**src/rtl/fifo_ctrl_pkg.sv**
```systemverilog
// Shared definitions for the FIFO write-side control logic.
// Holds only the arbiter state encoding.
package fifo_ctrl_pkg;

    typedef enum logic {
        ARB_IDLE = 1'b0,
        ARB_LOCK = 1'b1
    } arb_state_e;

endpackage

```
**src/rtl/rr_priority_picker.sv**
```systemverilog
// Round-robin picker: rotates the request mask so rr_ptr sits at bit 0,
// priority-encodes the lowest set bit, then maps it back to a requester index.
module rr_priority_picker #(
    parameter int NUM_REQ = 3,
    localparam int IDX_W  = $clog2(NUM_REQ)
) (
    input  logic [NUM_REQ-1:0] req_mask_i,
    input  logic [IDX_W-1:0]   rr_ptr_i,
    output logic               found_o,
    output logic [IDX_W-1:0]   index_o
);

    logic [NUM_REQ-1:0] rotated;
    logic [IDX_W-1:0]   src_idx;

    always_comb begin
        rotated = '0;
        src_idx = '0;
        for (int k = 0; k < NUM_REQ; k++) begin
            src_idx    = IDX_W'((int'(rr_ptr_i) + k) % NUM_REQ);
            rotated[k] = req_mask_i[src_idx];
        end
    end

    // Walk from the highest rotated slot down so the lowest hit wins.
    always_comb begin
        found_o = |rotated;
        index_o = '0;
        for (int k = NUM_REQ - 1; k >= 0; k--) begin
            if (rotated[k]) begin
                index_o = IDX_W'((int'(rr_ptr_i) + k) % NUM_REQ);
            end
        end
    end

endmodule

```
**src/rtl/fifo_wr_arbiter.sv**
```systemverilog
// Packet-locked round-robin arbiter sharing the async FIFO write port among
// NUM_REQ requesters; a grant is held until the owner's last word is written.
module fifo_wr_arbiter
    import fifo_ctrl_pkg::*;
#(
    parameter int NUM_REQ    = 3,
    parameter int DATA_WIDTH = 8,
    localparam int GRANT_W   = $clog2(NUM_REQ)
) (
    input  logic                          wclk_i,
    input  logic                          wrst_i,
    input  logic [NUM_REQ-1:0]            req_en_i,
    input  logic [NUM_REQ-1:0]            req_valid_i,
    input  logic [NUM_REQ*DATA_WIDTH-1:0] req_data_i,
    input  logic [NUM_REQ-1:0]            req_last_i,
    output logic [NUM_REQ-1:0]            req_ready_o,
    input  logic                          wfull_i,
    output logic                          winc_o,
    output logic [DATA_WIDTH-1:0]         wdata_o,
    output logic [GRANT_W-1:0]            grant_id_o,
    output logic                          busy_o
);

    arb_state_e                           state_q, state_d;
    logic [GRANT_W-1:0]                   grant_id_q, grant_id_d;
    logic [GRANT_W-1:0]                   rr_ptr_q, rr_ptr_d;

    logic [NUM_REQ-1:0][DATA_WIDTH-1:0]   data_arr;
    logic [DATA_WIDTH-1:0]                own_data;
    logic                                 own_valid;
    logic                                 own_last;
    logic                                 accept;
    logic                                 pick_found;
    logic [GRANT_W-1:0]                   pick_idx;

    assign data_arr  = req_data_i;
    assign own_data  = data_arr[grant_id_q];
    assign own_valid = req_valid_i[grant_id_q];
    assign own_last  = req_last_i[grant_id_q];
    assign accept    = (state_q == ARB_LOCK) && own_valid && !wfull_i;

    rr_priority_picker #(
        .NUM_REQ (NUM_REQ)
    ) u_picker (
        .req_mask_i (req_valid_i & req_en_i),
        .rr_ptr_i   (rr_ptr_q),
        .found_o    (pick_found),
        .index_o    (pick_idx)
    );

    always_ff @(posedge wclk_i) begin
        if (wrst_i) begin
            state_q    <= ARB_IDLE;
            grant_id_q <= '0;
            rr_ptr_q   <= '0;
        end else begin
            state_q    <= state_d;
            grant_id_q <= grant_id_d;
            rr_ptr_q   <= rr_ptr_d;
        end
    end

    always_comb begin
        state_d    = state_q;
        grant_id_d = grant_id_q;
        rr_ptr_d   = rr_ptr_q;
        unique case (state_q)
            ARB_IDLE: begin
                if (pick_found) begin
                    grant_id_d = pick_idx;
                    state_d    = ARB_LOCK;
                end
            end
            ARB_LOCK: begin
                // Only a written last word releases the grant; req_en is ignored here.
                if (accept && own_last) begin
                    state_d  = ARB_IDLE;
                    rr_ptr_d = (grant_id_q == GRANT_W'(NUM_REQ - 1)) ? '0
                                                                     : grant_id_q + 1'b1;
                end
            end
            default: state_d = ARB_IDLE;
        endcase
    end

    always_comb begin
        winc_o      = 1'b0;
        req_ready_o = '0;
        wdata_o     = '0;
        if (state_q == ARB_LOCK) begin
            wdata_o                 = own_data;
            winc_o                  = accept;
            req_ready_o[grant_id_q] = accept;
        end
    end

    assign busy_o     = (state_q == ARB_LOCK);
    assign grant_id_o = grant_id_q;

endmodule

```
**config.mk**
```make
export PLATFORM = sky130hd
export DESIGN_NAME = fifo_wr_arbiter
export DESIGN_NICKNAME = d
export VERILOG_FILES = /design/src/rtl/fifo_ctrl_pkg.sv /design/src/rtl/rr_priority_picker.sv /design/src/rtl/fifo_wr_arbiter.sv
export SDC_FILE = /design/constraint.sdc
export NUM_CORES = 1
export LEC_CHECK = 0
export BUFFER_PORTS_ARGS = -buffer_cell sky130_fd_sc_hd__buf_2
export CAP_MARGIN = 5
export CORE_MARGIN = 5
export CORE_UTILIZATION = 44
export DETAILED_ROUTE_END_ITERATION = 10
export GPL_TIMING_DRIVEN = 1
export PLACE_DENSITY = 0.89
export SYNTH_ARGS = -nofsm -noshare
export SYNTH_HDL_FRONTEND = slang
export SYNTH_SLANG_ARGS = --single-unit
```
**constraint.sdc**
```tcl
create_clock -name wclk_i -period 4.4 [get_ports wclk_i]
set_input_delay 0.88 -clock wclk_i [delete_from_list [all_inputs] [get_ports wclk_i]]
set_output_delay 0.88 -clock wclk_i [all_outputs]
set_load 0.05 [all_outputs]
```
### Word level (Yosys, flattened, before mapping)

Cells that the tools add are included.

| cells by class | value |
|---|---|
| equality and inequality tests | 1 |
| reductions and logical operators | 8 |
| divide/modulo/power cells | 3 |
| $add $sub $neg | 3 |
| bitwise logic cells | 3 |
| magnitude comparators | 5 |
| muxes and demuxes | 24 |

Operators with widths:

| cell | number |
|---|---|
| $mod 32x3->32 const B | 2 |
| $mod 3x3->32 const B | 1 |
| $bmux 8 s2 | 1 |
| $mux 8 | 2 |
| $lt 2x3->1 const B | 4 |
| $bmux 1 s2 | 5 |
| $mux 1 | 9 |
| $mux 2 | 4 |
| $and 3x3->3 | 2 |
| $logic_and 1x1->1 | 4 |
| $reduce_and 2->1 | 2 |
| $add 2x1->3 const B | 1 |
| $add 2x2->3 const B | 1 |
| $mux 3 | 1 |
| $reduce_or 3->1 | 1 |
| $add 2x1->2 const B | 1 |
| $demux 1 s2 | 1 |
| $eq 2x2->1 const B | 1 |
| $ge 2x1->1 const B | 1 |
| $pmux 1 s2 | 1 |
| $logic_not 1->1 | 1 |
| $not 1->1 | 1 |

| storage, ports and cells | value |
|---|---|
| input bits | 36 |
| register bits after elaboration | 5 |

### Longest topological paths before layout

Gate-level depths: netlist (run 1).

| logic depth | value |
|---|---|
| depth in word-level cells | 7 |
| gate-level depth with buffers | 6 |
| depth with buffers taken out | 6 |

### Modules after synthesis

From an unflattened synthesis (run 1), not the netlist that was laid out.

| second synthesis, totals | value |
|---|---|
| cell total of the unflattened synthesis | 107 |
| area total of the unflattened synthesis | 793.3 µm² |

By module, submodules not included:

| module | cells each | area an instance (µm²) | times used |
|---|---|---|---|
| fifo_wr_arbiter | 74 | 558.0 | 1 |
| rr_priority_picker | 33 | 235.2 | 1 |

### Worst setup path after synthesis (run 1)

Ideal clock, no wire load.

| path | value |
|---|---|
| path kind | input port to output port |
| from | input req_valid_i[1] |
| to | output req_ready_o[0] |
| path buffers | 0 |
| arrival time | 2479 ps |
| setup slack | 1041 ps |
| stages on the path | 4 |
| data required time | 3520 ps |
| path through | nor2b_1 o21ai_1 or2_2 nor3_1 |

| on the way | value |
|---|---|
| cells in the longest elaborated chain, start to end | 6 |

RTL lines:

| element | line | text |
|---|---|---|
| start: declaration | fifo_wr_arbiter.sv:13 | `input logic [NUM_REQ-1:0] req_valid_i,` |
| $bmux 1 s2 | fifo_wr_arbiter.sv:38 | `assign own_valid = req_valid_i[grant_id_q];` |
| $mux 1 (implied by the code) | fifo_wr_arbiter.sv:38 |  |
| $logic_and 1x1->1 (2 in a row) | fifo_wr_arbiter.sv:40 | `assign accept = (state_q == ARB_LOCK) && own_valid && !wfull_i;` |
| $and 3x3->3 (no source line) | - |  |
| $mux 3 | fifo_wr_arbiter.sv:90 | `if (state_q == ARB_LOCK) begin` |
| end: declaration | fifo_wr_arbiter.sv:16 | `output logic [NUM_REQ-1:0] req_ready_o,` |

No other way between the ends. The select of a mux whose other input is x is not followed.

### Worst setup path in the final report (run 1)

| path | value |
|---|---|
| from | register grant_id_q[1], in the netlist grant_id_o[1] |
| to | output req_ready_o[2] |

| on the way | value |
|---|---|
| cells in the longest elaborated chain, start to end | 6 |
| elaborated cells between the ends (all ways) | 11 |
| those cells by class | order compare (2); mux (5); bitwise (1); reduce/logical (3) |

RTL lines:

| element | line | text |
|---|---|---|
| start: declaration | fifo_wr_arbiter.sv:25 | `logic [GRANT_W-1:0] grant_id_q, grant_id_d;` |
| start signal: assignment | fifo_wr_arbiter.sv:58 | `grant_id_q <= grant_id_d;` |
| $lt 2x3->1 (implied by the code) (tied with other cells) | fifo_wr_arbiter.sv:93 | `req_ready_o[grant_id_q] = accept;` |
| $logic_and 1x1->1 (implied by the code) / $mux 1 (equally long branches) | fifo_wr_arbiter.sv:93, fifo_wr_arbiter.sv:38 |  |
| $mux 1 (implied by the code) / $logic_and 1x1->1 (equally long branches) | fifo_wr_arbiter.sv:93, fifo_wr_arbiter.sv:40 |  |
| $demux 1 s2 / $logic_and 1x1->1 (equally long branches) | fifo_wr_arbiter.sv:93, fifo_wr_arbiter.sv:40 |  |
| $and 3x3->3 (no source line) (*) | - |  |
| $mux 3 (*) | fifo_wr_arbiter.sv:90 |  |

Every way passes the cells marked *; elsewhere a longest branch is shown, timed or not. The select of a mux whose other input is x is not followed.

==> results.cfg, run 1 <==
[run_status]
status = completed

[hold_path]
worstHoldPathType = reg2reg

[final_layout]
n_fill_cell = 154
layout-drive-gt1-share = 0.403
seq_area_um2 = 100
syn2layout_area_growth_pct = 34.9
post-route-util = 0.610
multi_input_comb_area_um2 = 614
fin_nets = 189
diodes = 0

[yosys]
synth_compound_area_frac = 0.270
yosys.area.top_type_share = 0.131
synth_area_leaders = dfxtp_1, mux2i_1, and2_1
synthAdderAreaFrac = 0.0491
syn-cell-area_um2 = 764
synth_top_area_cell = dfxtp_1
yosys_warnings = 0
synth-seq-cells = 5
synth_nets = 139
synthSimpleGateAreaFrac = 0.334
synth_most_common_cell = nand2_1
async_reset_ff_frac = 0
synth.distinct_cells = 39
synthTopCellsByCount = nand2_1, mux2i_1, and2_1
syn_inst = 100
synthFlopType = dfxtp_1
yosysSeqAreaShare = 0.131
synth_top_family_by_area = simple AND/OR/NAND/NOR gates
synth_xor_area_frac = 0
synth_enable_flop_cells = 0
synth_mux_area_frac = 0.151
syn_area_per_cell_um2 = 7.64

[floorplanning]
rows = 15
start_util = 0.453
core_region_area_um2 = 1690
io_pins = 51
chipWidth_um = 51.7
chipHeight_um = 51.7
dieArea_um2 = 2670

[detailed_routing]
drt_iter0_markers = 34
num_vias = 945
routed_via_density = 5.69
drcViolationCount = 0
postRouteAntennaNets = 0
routed_wl_mm = 2.30
firstDrtPassIters = 4
wl_per_cell_um = 13.8

[global_routing]
grtUsageMet2 = 0.311
grt_pass1_wl_mm = 3.60
grt_pass1_vias = 874
top_usage_layer = met2
grt_util_met3 = 0.0258
grt_max_degree = 22
antenna_found_initial = 0
grt_util_all_layers = 0.172
met1_usage = 0.199
grt-ovfl-total = 0

[place]
port_buffers = 50
gp_congestion = 0.824
hpwl_mm = 1.87

[clock_tree]
cts_tree = built
clk_pin_slew_ns = 0.04
cts_max_level = 1
cts_buffer_depth = 2
cts_inserted_buffers = 3
cts_resized = 0
cts_sinks = 5
clk_latency_ns = 0.24
post_cts_buffers = 0
cts.hold.buffers_added = 0
ctsRootBufferMaster = clkbuf_4

[worst_setup_path]
critPathKind = reg2out
critPathLaunchType = register
critPathMaxFanout = 21
critPathRequiredTime_ns = 3.52
reg2reg_slack_ns = 2.42
critPathArrivalTime_ns = 2.28
end_kind = output pin

[timing]
max_freq_ghz = 0.316
hold_slack_ns = 0.516
slew_violations = 0
rsz0062_at_grt = no
period_needed_ns = 3.16
finalCritPeriodShare = 0.719
tightest_slew_ns = 0.859
fin_tns_setup_ns = 0
slew_headroom = 0.427
clock_skew_ns = 0.000118
hold_viol = 0
setup_violations = 0

[power]
p_per_area_nw_per_um2 = 232
p_leak_uw = 0.000490
ir_worst_vdd_mv = 0.112

[job]
maxCapViolCount = 0
==> critical path, stage by stage, from the launching register on <==
cell,delay (ns)
dfxtp_1,0.87
nor2b_1,0.10
a211oi_1,0.43
or2_2,0.21
inv_1,0.05
and3_1,0.17
buf_2,0.21
==> cell usage in the layout, fill, tap and decap left out, types with 2 or more instances in the layout <==
cell and n:
ha_1 3, a211oi_1 2, buf_2 50, mux2i_1 10, and4b_1 2, nand2_1 11, inv_1 5, clkbuf_4 3
nor2_1 3, o31ai_1 2, nor3_1 3, dfxtp_1 5, or2_2 2, nor2b_1 3, and2_1 9, o21ai_0 8
o221a_2 2, o211ai_1 2, a21oi_1 2, and3_1 3, nand2b_1 2
==> metal layers <==
metal  routed length, um  vias up  part of all wire
met5                   0        -                 0
met4                  28        0             0.012
met3                  96        4             0.042
met2                1240       25              0.54
met1                 927      447              0.40
li1                    -      469                 -
==> metrics by stage <==
step | instance area [um^2] | cells | power, uW | setup slack (ns)
4_1_cts | 1030 | 166 | 240 | 1.24
6_report | 1030 | 166 | 239 | 1.24
3_3_place_gp | 1000 | 162 | 182 | 1.40
5_1_grt | 1030 | 166 | 255 | 1.05
2_1_floorplan | 764 | 100 | 151 | 1.04
3_5_place_dp | 1000 | 162 | 186 | 1.34
==> cell type report <==
class / count / area share
Inverter: 5 / 0.0182
Clock buffer: 4 / 0.0255
Tap cell: 17 / 0.0206
Timing Repair Buffer: 50 / 0.243
Sequential cell: 5 / 0.0971
Multi-Input combinational cell: 85 / 0.596
==> kinds of logic after synthesis <==
kind of cell | after synthesis
multiplexers | 11
AND/OR/NAND/NOR | 44
buffers and inverters | 10
AO/OA/AOI/OAI | 27
flip-flops | 5
adder cells (fa/ha/maj) | 3
==> power breakdown <==
| part | total, uW | switching [uW] | internal (uW) |
|---|---|---|---|
| Sequential | 60.5 | 11.9 | 48.6 |
| Clock | 54.2 | 19.9 | 34.4 |
| Combinational | 125 | 78.3 | 46.3 |
==> worst paths after layout <==
check | depth (start not counted) | endpoint | startpoint
setup / recovery | 6 | req_ready_o[2] | grant_id_o[1]
hold reg to reg | 2 | rr_ptr_q[1] | rr_ptr_q[1]
setup reg to reg | 4 | rr_ptr_q[0] | grant_id_o[1]
hold / removal | 2 | rr_ptr_q[1] | rr_ptr_q[1]
==> registers in the layout, indices dropped and copies added, names as in the netlist <==
name        flops
rr_ptr_q        2
busy_o          1
grant_id_o      2
(Power assumes the default switching activity.)
==> run 2: changes to the inputs <==
CORE_UTILIZATION = 41   (was 44)
PLACE_DENSITY = 0.84   (was 0.89)
clock period = 3.2 ns   (was 4.4 ns; I/O delays follow)
==> run 2 against run 1 <==
Net effect: largest cell class unchanged; global-route usage down 0.76 points; hold slack lost 0.0078 ns; non-clock buffer count increased by 1; sequential power is 32% higher; count of clock-buffer cells in the layout is the same; sequential share of layout area down 0.16 points; clock skew rose by 0.0023 ns; cell count up 5.4%; utilization decreased by 0.97 points; sequential cell count did not move.
==> results.cfg, run 2 (same netlist as run 1, synthesis figures left out) <==
[run_status]
status = completed

[power]
p_switching_uw = 150
pwr-share-clk = 0.223
ir_worst_vdd_mv = 0.125
power_frac_comb = 0.534
p_sw_frac = 0.457
seq_power_share = 0.243
p_leak_uw = 0.000496
internal-power_uw = 178
p_per_area_nw_per_um2 = 313

[place]
gp_congestion = 0.895
place_ws_ns = 0.640
hpwl_mm = 1.88
port_buffers = 50

[clock_tree]
cts_inserted_buffers = 3
cts_resized = 0
cts.hold.buffers_added = 0
post_cts_buffers = 0
cts_buffer_depth = 2
cts_tree = built
ctsRootBufferMaster = clkbuf_4
clk_latency_ns = 0.24
cts_sinks = 5
clk_pin_slew_ns = 0.05
cts_max_level = 1

[final_layout]
diodes = 0
layout-drive-gt1-share = 0.407
mostFrequentLayoutCells = buf_2, nand2_1, mux2i_1
fin_nets = 190
final_common_cell = buf_2
syn2layout_area_growth_pct = 37.2

[global_routing]
antenna_found_initial = 0
grt_max_degree = 17
grt-ovfl-total = 0
grt_util_all_layers = 0.165
grt_pass1_vias = 825
grt_pass1_wl_mm = 3.52

[worst_setup_path]
slowest_delay_ns = 0.59
path_common_cell = inv_1
critPathLaunchType = register
startpoint = grant_id_o[0]
cpMaxStageDelayCell = dfxtp_1
cp_cell_sequence = inv_1 > o21ai_1 > or2_2 > inv_1 > and3_1 > buf_2
r2r_start = grant_id_o[1]
end_kind = output pin
critPathRequiredTime_ns = 2.56
critPathKind = reg2out
critPathMaxFanout = 16
critPathArrivalTime_ns = 2.01

[timing]
finalCritPeriodShare = 0.829
hold_viol = 0
slew_headroom = 0.703
fin_tns_setup_ns = 0
max_freq_ghz = 0.377
slew_violations = 0
setup_violations = 0
setup_slack_ns = 0.548
tightest_slew_ns = 0.445
rsz0062_at_grt = no
period_needed_ns = 2.65
clock_skew_ns = 0.00241
hold_slack_ns = 0.508

[hold_path]
worstHoldPathType = reg2reg
min-delay-start = rr_ptr_q[1]

[detailed_routing]
wl_per_cell_um = 13.2
postRouteAntennaNets = 0
num_vias = 912
drcViolationCount = 0
firstDrtPassIters = 4
drt_iter0_markers = 13
routed_via_density = 5.21
routed_wl_mm = 2.31

[floorplanning]
dieArea_um2 = 2830
chipHeight_um = 53.2
chipWidth_um = 53.2
start_util = 0.438
core_region_area_um2 = 1750
io_pins = 51
rows = 15

[job]
maxCapViolCount = 0
-- run 2: cell count changes in the layout (fill, tap and decap cells not counted), sizes merged --
cell / change
buf: +1
-- run 2: worst max-delay path, delay by kind of cell, from the launching register on --
kind	cells	cell delay [ns]
buffers and inverters	3	0.46
flip-flops	1	0.59
AO/OA/AOI/OAI	1	0.35
AND/OR/NAND/NOR	2	0.37
-- run 2: final cells by class --
type / count / area (um^2)
Fill cell: 157 / 697
Multi-Input combinational cell: 85 / 614
Timing Repair Buffer: 51 / 258
Sequential cell: 5 / 100
Tap cell: 25 / 31.3
Clock buffer: 4 / 26.3
Inverter: 5 / 18.8
-- run 2: through the flow --
| stage | std cells | area (um^2) | util | power [uW] |
|---|---|---|---|---|
| 6_report | 175 | 1050 | 0.601 | 329 |
| 5_1_grt | 175 | 1050 | 0.601 | 352 |
| 4_1_cts | 175 | 1050 | 0.601 | 332 |
| 3_5_place_dp | 171 | 1020 | 0.586 | 256 |
| 3_3_place_gp | 171 | 1020 | 0.586 | 252 |
| 2_1_floorplan | 100 | 764 | - | 207 |
-- run 2: power by group through the flow --
| stage | Clock, uW | Combinational [uW] | Sequential, uW |
|---|---|---|---|
| floorplan | 0 | 123 | 84.5 |
| detailed placement | 0 | 176 | 80.6 |
| global route | 82.5 | 189 | 81.2 |
| CTS | 76.7 | 176 | 79.5 |
| global placement | 0 | 171 | 80.5 |
| finish | 73.4 | 175 | 79.8 |
-- run 2: metal layers --
layer / share of wire / GRT usage / up-vias
li1: - / - / 471
met1: 0.42 / 0.208 / 400
met2: 0.49 / 0.277 / 39
met3: 0.080 / 0.0197 / 2
met4: 0.0078 / 0.0723 / 0
met5: 0 / 0 / -
-- run 2: path summary, 6_finish.rpt --
check	to	slack, ns	cells past startpoint
worst max register to register	rr_ptr_q[0]	1.29	5
worst min-delay path	rr_ptr_q[1]	0.51	2
worst max-delay path	req_ready_o[2]	0.55	6
worst min register to register	rr_ptr_q[1]	0.51	2
==> run 3: changes to the inputs <==
CORE_UTILIZATION = 37   (was 41)
PLACE_DENSITY = 0.8   (was 0.84)
clock period = 2.2 ns   (was 3.2 ns; I/O delays follow)
==> run 3 against run 2 <==
Net effect: via count up 4.9%; total power up 54%; hold slack worse by 0.074 ns; die area up 8.7%; first-iteration DRC count up 77%; register-to-register slack worse by 0.91 ns; clock skew down 0.0023 ns; non-clock buffer count up 4; largest power group unchanged; clock power up 53%; global-route usage down 1.2 points.
==> results.cfg, run 3 (same netlist as run 1, synthesis figures left out) <==
[detailed_routing]
routed_wl_mm = 2.51
drcViolationCount = 0
firstDrtPassIters = 4
drt_iter0_markers = 23
postRouteAntennaNets = 0
wl_per_cell_um = 13.9
routed_via_density = 5.29
num_vias = 957

[timing]
slew_headroom = 0.709
finalCritPeriodShare = 0.958
rsz0062_at_grt = no
setup_violations = 0
clock_skew_ns = 0.000127
hold_viol = 0
tightest_slew_ns = 0.430
hold_slack_ns = 0.434
period_needed_ns = 2.11
setup_slack_ns = 0.0925
slew_violations = 0
max_freq_ghz = 0.474

[worst_setup_path]
cp-endpoint = wdata_o[2]
r2r_start = rr_ptr_q[0]
critPathKind = reg2out
cpMaxStageDelayCell = and2b_1
end_kind = output pin
cp_num_buf_inv = 1
reg2reg_slack_ns = 0.38
worstSetupPathDepth = 5
slowest_delay_ns = 0.43
cp_cell_sequence = and2b_1 > nand2_1 > o21ai_0 > and2_1 > buf_2
critPathRequiredTime_ns = 1.76
startpoint = grant_id_o[1]
r2r-end = busy_o
critPathArrivalTime_ns = 1.67
r2r_cells = 6
cpLargestDelayFamily = simple AND/OR/NAND/NOR gates
critPathMaxFanout = 15
critPathLaunchType = register

[clock_tree]
cts_buffer_depth = 2
cts_tree = built
cts_inserted_buffers = 3
clk_latency_ns = 0.25
cts_max_level = 1
cts_sinks = 5
ctsRootBufferMaster = clkbuf_4
clk_pin_slew_ns = 0.04
cts.hold.buffers_added = 0

[power]
p_leak_uw = 0.000514
p_per_area_nw_per_um2 = 447
ir_worst_vdd_mv = 0.300

[place]
hpwl_mm = 2.02
gp_congestion = 0.909
dpl.cell_count = 174
place_ws_ns = 0.0935
port_buffers = 50

[final_layout]
final_common_cell = buf_2
diodes = 0
final_cells = 181
syn2layout_area_growth_pct = 48.3
fin_nets = 194
layout-drive-gt1-share = 0.494
mostFrequentLayoutCells = buf_2, nand2_1, mux2i_1

[hold_path]
worstHoldPathType = in2reg

[global_routing]
grt_max_degree = 17
grt_util_all_layers = 0.153
grt-ovfl-total = 0
antenna_found_initial = 0
grt_pass1_wl_mm = 3.86
grt_pass1_vias = 918

[floorplanning]
core_region_area_um2 = 1960
dieArea_um2 = 3080
io_pins = 51
start_util = 0.390
chipWidth_um = 55.5
chipHeight_um = 55.5
rows = 16

[run_status]
status = completed

[job]
maxCapViolCount = 0
## run 3: changes by cell type in the layout (fill, tap and decap cells not counted), moves of 2 or more
cell,before,now
nor3_2,0,2
buf_4,1,5
dfxtp_4,0,3
nor2b_2,0,2
buf_2,50,48
nor2b_1,3,1
nor3_1,3,1
dfxtp_1,5,2
## run 3: how the worst min path moves through the flow
stage / start / endpoint / cells after the start
after floorplan: rr_ptr_q[1] / rr_ptr_q[1] / 2
after global placement: rr_ptr_q[1] / rr_ptr_q[1] / 2
after detailed placement: rr_ptr_q[1] / rr_ptr_q[1] / 2
after CTS: wrst_i / grant_id_o[1] / 2
after global routing: wrst_i / grant_id_o[1] / 2
final: wrst_i / grant_id_o[1] / 2
## run 3: worst register-to-register path, cell delays in order, from the launching register on
cell and delay (ns):
dfxtp_1 0.38, inv_1 0.06, ha_1 0.29, and3_1 0.23, a2111oi_2 0.41, nor2_1 0.09, o221a_2 0.24
## run 3: repair_timing
action                                  CTS  global route
endpoints found under the hold margin     0             0
buffers inserted                          0             3
pin swaps                                 0             1
gates resized for setup                   3             4
gates cloned                              0             0
endpoints found under the setup margin    2            10
## run 3: metal layers
metal | routed length, um | GRT usage | vias up
li1 | - | - | 476
met1 | 1020 | 0.166 | 445
met2 | 1330 | 0.282 | 29
met3 | 121 | 0.0326 | 7
met4 | 35 | 0.0625 | 0
met5 | 0 | 0 | -
## run 3: final cells by class
type                            instances  area, um^2
Fill cell                             195         828
Multi-Input combinational cell         85         643
Timing Repair Buffer                   55         297
Sequential cell                         5         111
Tap cell                               27        33.8
Clock buffer                            4        26.3
Inverter                                5        22.5
## run 3: through the flow
stage | setup TNS (ns) | cell area (um^2) | util | total power (uW)
global route | 0 | 1130 | 0.578 | 534
finish | 0 | 1130 | 0.578 | 507
CTS | 0 | 1100 | 0.561 | 499
global placement | 0 | 1070 | 0.543 | 376
detailed placement | 0 | 1070 | 0.543 | 384
floorplan | -0.0111 | 798 | - | 308
## run 3: power by group
| part | total [uW] | internal (uW) | switching (uW) |
|---|---|---|---|
| registers | 114 | 97.6 | 16.5 |
| logic | 281 | 107 | 174 |
| clock network | 112 | 68.9 | 42.8 |
